**src/rtl/vedic_mul16_seq.sv**
```systemverilog
// ----------------------------------------------------------------------------
// vedic_mul16_seq
//   Sequential 16x16 -> 32-bit multiplier that reuses a single combinational
//   vedic_8X8 core over four passes. Operands are split into 8-bit halves, each
//   partial product is shifted into place and accumulated, and the product is
//   returned with the tag of the request that produced it.
//
//   Ports
//     clk        in   clock, rising edge
//     rst        in   synchronous reset, active-high
//     in_valid   in   request valid
//     in_ready   out  request can be accepted this cycle
//     in_a       in   16-bit multiplicand
//     in_b       in   16-bit multiplier
//     in_tag     in   TAG_W request tag
//     in_signed  in   (VEDIC_SEQ_SIGNED_EN only) operands are two's complement
//     out_valid  out  result valid, held until out_ready
//     out_ready  in   consumer accepts result
//     out_p      out  32-bit product
//     out_tag    out  tag of the request that produced out_p
//     busy       out  high while multiplying or holding a result
//
//   Build option
//     VEDIC_SEQ_SIGNED_EN : adds in_signed and signed-magnitude handling.
//
//   Also contains the combinational core hierarchy vedic_2x2 -> vedic_4x4 ->
//   vedic_8X8 (Urdhva-Tiryagbhyam: four half-width products recombined).
// ----------------------------------------------------------------------------

module vedic_2x2 (
   input  logic [1:0] i_a,
   input  logic [1:0] i_b,
   output logic [3:0] o_p
);
   logic w_c1, w_c2, w_hi, w_carry;

   assign w_c1    = i_a[1] & i_b[0];
   assign w_c2    = i_a[0] & i_b[1];
   assign w_hi    = i_a[1] & i_b[1];
   // The two cross terms can both be 1; their carry feeds bit 2.
   assign w_carry = w_c1 & w_c2;
   assign o_p     = {w_hi & w_carry, w_hi ^ w_carry, w_c1 ^ w_c2, i_a[0] & i_b[0]};
endmodule

module vedic_4x4 (
   input  logic [3:0] i_a,
   input  logic [3:0] i_b,
   output logic [7:0] o_p
);
   logic [3:0] w_pp [4];

   // gi[0] selects the half of a, gi[1] the half of b.
   for (genvar gi = 0; gi < 4; gi++) begin : g_pp
      vedic_2x2 u_pp (
         .i_a (i_a[(gi % 2) * 2 +: 2]),
         .i_b (i_b[(gi / 2) * 2 +: 2]),
         .o_p (w_pp[gi])
      );
   end

   assign o_p = {4'b0, w_pp[0]} + {2'b0, w_pp[1], 2'b0}
              + {2'b0, w_pp[2], 2'b0} + {w_pp[3], 4'b0};
endmodule

module vedic_8X8 (
   input  logic [7:0]  i_a,
   input  logic [7:0]  i_b,
   output logic [15:0] o_p
);
   logic [7:0] w_pp [4];

   for (genvar gi = 0; gi < 4; gi++) begin : g_pp
      vedic_4x4 u_pp (
         .i_a (i_a[(gi % 2) * 4 +: 4]),
         .i_b (i_b[(gi / 2) * 4 +: 4]),
         .o_p (w_pp[gi])
      );
   end

   assign o_p = {8'b0, w_pp[0]} + {4'b0, w_pp[1], 4'b0}
              + {4'b0, w_pp[2], 4'b0} + {w_pp[3], 8'b0};
endmodule

module vedic_mul16_seq #(
   parameter int TAG_W = 4
) (
   input  logic             clk,
   input  logic             rst,
   input  logic             in_valid,
   output logic             in_ready,
   input  logic [15:0]      in_a,
   input  logic [15:0]      in_b,
   input  logic [TAG_W-1:0] in_tag,
`ifdef VEDIC_SEQ_SIGNED_EN
   input  logic             in_signed,
`endif
   output logic             out_valid,
   input  logic             out_ready,
   output logic [31:0]      out_p,
   output logic [TAG_W-1:0] out_tag,
   output logic             busy
);
   typedef enum logic [1:0] {
      S_IDLE = 2'd0,
      S_MUL  = 2'd1,
      S_DONE = 2'd2
   } state_t;

   state_t           r_state, w_state_next;
   logic [1:0]       r_step;
   logic [15:0]      r_a, r_b;
   logic [TAG_W-1:0] r_tag;
   logic [31:0]      r_acc;

   logic             w_accept;
   logic [7:0]       w_core_a, w_core_b;
   logic [15:0]      w_pp;
   logic [1:0]       w_shift_bytes;
   logic [31:0]      w_pp_shifted;
   logic [31:0]      w_acc_sum;
   logic [31:0]      w_acc_next;
   logic [15:0]      w_a_mag, w_b_mag;

   // ------------------------------------------------------------------
   // Operand capture: magnitudes are taken at accept so the core always
   // multiplies unsigned values.
   // ------------------------------------------------------------------
`ifdef VEDIC_SEQ_SIGNED_EN
   logic w_a_neg, w_b_neg;
   logic r_neg;

   assign w_a_neg = in_signed & in_a[15];
   assign w_b_neg = in_signed & in_b[15];
   // -32768 negates to itself, which read unsigned is the correct magnitude.
   assign w_a_mag = w_a_neg ? (~in_a + 16'd1) : in_a;
   assign w_b_mag = w_b_neg ? (~in_b + 16'd1) : in_b;
`else
   assign w_a_mag = in_a;
   assign w_b_mag = in_b;
`endif

   // ------------------------------------------------------------------
   // Shared core: step[0] picks the high byte of a, step[1] the high byte
   // of b, so the shift is 8 bits per high byte selected.
   // ------------------------------------------------------------------
   assign w_core_a      = r_step[0] ? r_a[15:8] : r_a[7:0];
   assign w_core_b      = r_step[1] ? r_b[15:8] : r_b[7:0];
   assign w_shift_bytes = {r_step[1] & r_step[0], r_step[1] ^ r_step[0]};

   vedic_8X8 u_core (
      .i_a (w_core_a),
      .i_b (w_core_b),
      .o_p (w_pp)
   );

   assign w_pp_shifted = {16'b0, w_pp} << {w_shift_bytes, 3'b000};
   assign w_acc_sum    = r_acc + w_pp_shifted;

`ifdef VEDIC_SEQ_SIGNED_EN
   // Sign is applied on the last pass so the result is ready on entry to DONE.
   assign w_acc_next = (r_neg && r_step == 2'd3) ? (~w_acc_sum + 32'd1) : w_acc_sum;
`else
   assign w_acc_next = w_acc_sum;
`endif

   assign w_accept = in_valid & in_ready;

   // ------------------------------------------------------------------
   // FSM: state register
   // ------------------------------------------------------------------
   always_ff @(posedge clk) begin
      if (rst) begin
         r_state <= S_IDLE;
      end else begin
         r_state <= w_state_next;
      end
   end

   // ------------------------------------------------------------------
   // FSM: next state and handshake outputs
   // ------------------------------------------------------------------
   always_comb begin
      w_state_next = r_state;
      in_ready     = 1'b0;
      out_valid    = 1'b0;
      busy         = 1'b0;
      case (r_state)
         S_IDLE: begin
            in_ready = 1'b1;
            if (in_valid) begin
               w_state_next = S_MUL;
            end
         end
         S_MUL: begin
            busy = 1'b1;
            if (r_step == 2'd3) begin
               w_state_next = S_DONE;
            end
         end
         S_DONE: begin
            busy      = 1'b1;
            out_valid = 1'b1;
            // Result leaving frees the block for a request in the same cycle.
            in_ready  = out_ready;
            if (out_ready) begin
               w_state_next = in_valid ? S_MUL : S_IDLE;
            end
         end
         default: begin
            w_state_next = S_IDLE;
         end
      endcase
      if (rst) begin
         in_ready = 1'b0;
      end
   end

   // ------------------------------------------------------------------
   // Datapath registers
   // ------------------------------------------------------------------
   always_ff @(posedge clk) begin
      if (rst) begin
         r_step <= 2'd0;
         r_a    <= 16'd0;
         r_b    <= 16'd0;
         r_tag  <= '0;
         r_acc  <= 32'd0;
`ifdef VEDIC_SEQ_SIGNED_EN
         r_neg  <= 1'b0;
`endif
      end else if (r_state == S_MUL) begin
         r_acc  <= w_acc_next;
         r_step <= r_step + 2'd1;
      end else if (w_accept) begin
         r_a    <= w_a_mag;
         r_b    <= w_b_mag;
         r_tag  <= in_tag;
         r_acc  <= 32'd0;
         r_step <= 2'd0;
`ifdef VEDIC_SEQ_SIGNED_EN
         r_neg  <= w_a_neg ^ w_b_neg;
`endif
      end
   end

   assign out_p   = r_acc;
   assign out_tag = r_tag;

endmodule
```
**config.mk**
```make
export PLATFORM = sky130hd
export DESIGN_NAME = vedic_mul16_seq
export DESIGN_NICKNAME = d
export VERILOG_FILES = /design/src/rtl/vedic_mul16_seq.sv
export SDC_FILE = /design/constraint.sdc
export NUM_CORES = 1
export LEC_CHECK = 0
export ABC_CLOCK_PERIOD_IN_PS = 7300
export BUFFER_PORTS_ARGS = -buffer_cell sky130_fd_sc_hd__buf_2
export CAP_MARGIN = 20
export CORE_MARGIN = 4
export CORE_UTILIZATION = 31
export DETAILED_ROUTE_END_ITERATION = 16
export SETUP_SLACK_MARGIN = 0.05
export SKIP_CTS_REPAIR_TIMING = 1
export SYNTH_ARGS = -nofsm -noshare
export SYNTH_HDL_FRONTEND = slang
export SYNTH_HIERARCHICAL = 1
export SYNTH_SLANG_ARGS = --single-unit
```
**constraint.sdc**
```tcl
create_clock -name clk -period 7.3 [get_ports clk]
set_clock_uncertainty 0.15 [all_clocks]
set_input_delay 0.365 -clock clk [delete_from_list [all_inputs] [get_ports clk]]
set_output_delay 0.365 -clock clk [all_outputs]
set_load 0.03 [all_outputs]
```
==> impl_metrics.yaml <==
synth:
  synth_area_per_cell_um2: 7.95
  synth_enable_flop_cells: 0
  synth.largest_area_cell: "sky130_fd_sc_hd__dfxtp_1"
  synth.yosys.seq_area_share: 0.200
  post_synth_main_area_contributors: "sky130_fd_sc_hd__dfxtp_1 20%, sky130_fd_sc_hd__ha_1 16%, sky130_fd_sc_hd__fa_1 8.3%"
  yosys.cell_types.count: 62
  syn-num-nets: 1068
  synth.yosys.warnings: 6
  post_synth_inst_count: 905
  synth_top_cell_area_share: 0.200
  synthFlopType: "sky130_fd_sc_hd__dfxtp_1"
  yosys_register_bits: 72
  synth_async_sr_flop_share: 0
  synthesis.area_um2: 7190
grt:
  number_of_global_route_vias_before_repair: 6220
  largest_net_degree_at_the_start_of_global_routing: 57
  grt_pass1_wl_um: 32100
  globalRoute.totalOverflow: 0
  antenna_found_initial: 0
  gr-usage-all-layers: 0.152
setup_path:
  worst_ep_arrival_time_ps: 6970
  worst_path_max_delay_cell: "sky130_fd_sc_hd__fa_1"
  start_kind: "flip-flop"
  setup.worst_path.class: "reg -> reg"
  timing.critical_path.slowest_cell_delay_ps: 540
  critical_path.most_common_cell: "sky130_fd_sc_hd__fa_1"
  endpoint_kind: "flip-flop"
  crit_path_max_fanout: 8
  endpoint_required_time_on_the_critical_path_ps: 7400
clock_tree:
  max-clock-path-buffers: 2
  ctsRootBufferMaster: "sky130_fd_sc_hd__clkbuf_16"
  clock_tree.htree_level_count: 3
  clkSlewWorstSetupHoldPaths_ps: 70
  clk_latency_ps: 350
  cts_tree: "done"
  tritoncts.num_buffers: 9
  clock_sink_count: 72
route:
  vias_per_cell: 5.00
  dr.first_iter.drc_count: 315
  wire_per_inst_um: 15.4
  firstDrtPassIters: 5
  dr_total_vias: 6299
  routed_wl_um: 19400
  post-route-drc-count: 0
  ant_nets: 0
finish:
  utilization_after_layout: 0.367
  finalNetCount: 1133
  finish.cell_count_without_fillers: 1260
  num_antenna_cells: 0
  most-common-layout-cells: "126 x sky130_fd_sc_hd__nand2_1, 85 x sky130_fd_sc_hd__ha_1, 78 x sky130_fd_sc_hd__buf_2, 76 x sky130_fd_sc_hd__a21oi_1, 75 x sky130_fd_sc_hd__nor2_1"
  flow.area_growth_from_synthesis_pct: 15.9
  layout-drive-gt1-share: 0.173
  layout.cells.most_common: "sky130_fd_sc_hd__nand2_1"
floorplanning:
  initial_core_util: 0.317
  rows: 55
  io-pin-count: 79
  core_area_um2: 22700
  design.die.area_um2: 25700
  die_height_um: 160
  fp.dieW_um: 160
timing:
  totalNegativeSetupSlack_ps: 0
  tightest_slew_ps: 930
  rsz0062_at_grt: "yes"
  final-hold-violation-count: 0
  max_slew_margin: 0.379
  post-route-period-util: 0.942
  fin_hold_ws_ps: 91.7
  finalSetupViolations: 0
  fin_crit_ps: 6880
  clock.fmax_mhz: 145
  drv_slew: 0
place:
  numPlacedInstances: 1242
  port-buffer-count: 78
  place.detailed.hpwl_um: 15600
  gpl.final_weighted_congestion: 0.899
power_and_ir_drop:
  irDropWorstVdd_uv: 125
  static-leakage-power_nw: 3.96
  powerDensity_nw_per_um2: 157
  total_power_mw: 1.31
run_status:
  run_status: "completed"
flow_run:
  cap_viol_max_count: 0
min_path:
  worst_hold_path_type: "in -> reg"
## kinds of logic (layout without fill, tap and decap cells)
kind of cell    Yosys count  after routing  synth area share
compound gates          203            203             0.185
xor+xnor                 43             43            0.0523
fa+ha+maj               123            123             0.245
buf+inv                  96            166            0.0506
flops                    72             72             0.200
mux                      31             31            0.0459
simple gates            337            337             0.221
## final cells by class
cell class              instances  area (um^2)
fillers                      2382        14400
multi-input cells             737         5530
flip-flops and latches         72         1450
repair buffers                 92          495
well taps                     285          357
clock buffers                  10          239
inverters                      58          218
clock inverters                 6         50.0
## critical path: cells and delay by family (launching register included)
| family | cells | cell delay (ps) |
|---|---|---|
| mux | 2 | 540 |
| xor+xnor | 2 | 360 |
| simple gates | 7 | 970 |
| flops | 1 | 390 |
| fa+ha+maj | 7 | 2530 |
| compound gates | 8 | 1580 |
| buf+inv | 2 | 220 |
## power breakdown
part	switching (mW)	internal [mW]
Combinational	0.274	0.145
Clock	0.196	0.244
Sequential	0.0249	0.428
Total	0.495	0.817
## Yosys cell counts (all sizes together) (2+ instances only)
master,number
nand2b,8
and3,7
nor3b,2
o21a,3
a221oi,4
a32o,2
nor3,11
nor4,2
mux2,16
a31oi,3
o211ai,2
nor2,78
nor2b,8
a22o,8
a221o,2
a22oi,11
nand4,9
xnor2,25
clkbuf,32
a21o,14
a211oi,7
fa,30
nand2,126
o21ai,35
o2111ai,2
o21bai,11
a21oi,87
inv,57
or2,2
ha,93
xor2,18
mux2i,15
buf,6
nand3,10
and2,73
dfxtp,72
## metal layers
metal / vias to the layer above / GRT usage / share of wire
met5: - / 0 / 0
met4: 0 / 0.0415 / 0.018
met3: 29 / 0.0321 / 0.050
met2: 143 / 0.241 / 0.45
met1: 2901 / 0.210 / 0.48
li1: 3226 / - / -
## through the flow
| step | worst slack (ps) | cell area (um^2) |
|---|---|---|
| 6_report | 424 | 8340 |
| 5_1_grt | 16.4 | 8340 |
| 2_1_floorplan | 551 | 7190 |
| 4_1_cts | -56.9 | 8180 |
| 3_5_place_dp | -67.7 | 7890 |
| 3_3_place_gp | -80.2 | 7890 |
## final timing paths
path | endpoint | start | cells past startpoint | slack, ps
worst min-delay path | out_tag[1] | in_tag[1] | 3 | 90
worst max-delay path | out_p[24] | r_step[1] | 28 | 420
worst max register to register | out_p[24] | r_step[1] | 28 | 420
worst min register to register | r_b[3] | r_b[3] | 2 | 300
## registers in the layout (all words and copies together), names as in the netlist
register	cells
r_b	16
out_p	32
r_step	2
r_state	2
out_tag	4
r_a	16
Note: power is estimated with default switching activity, not from simulation.
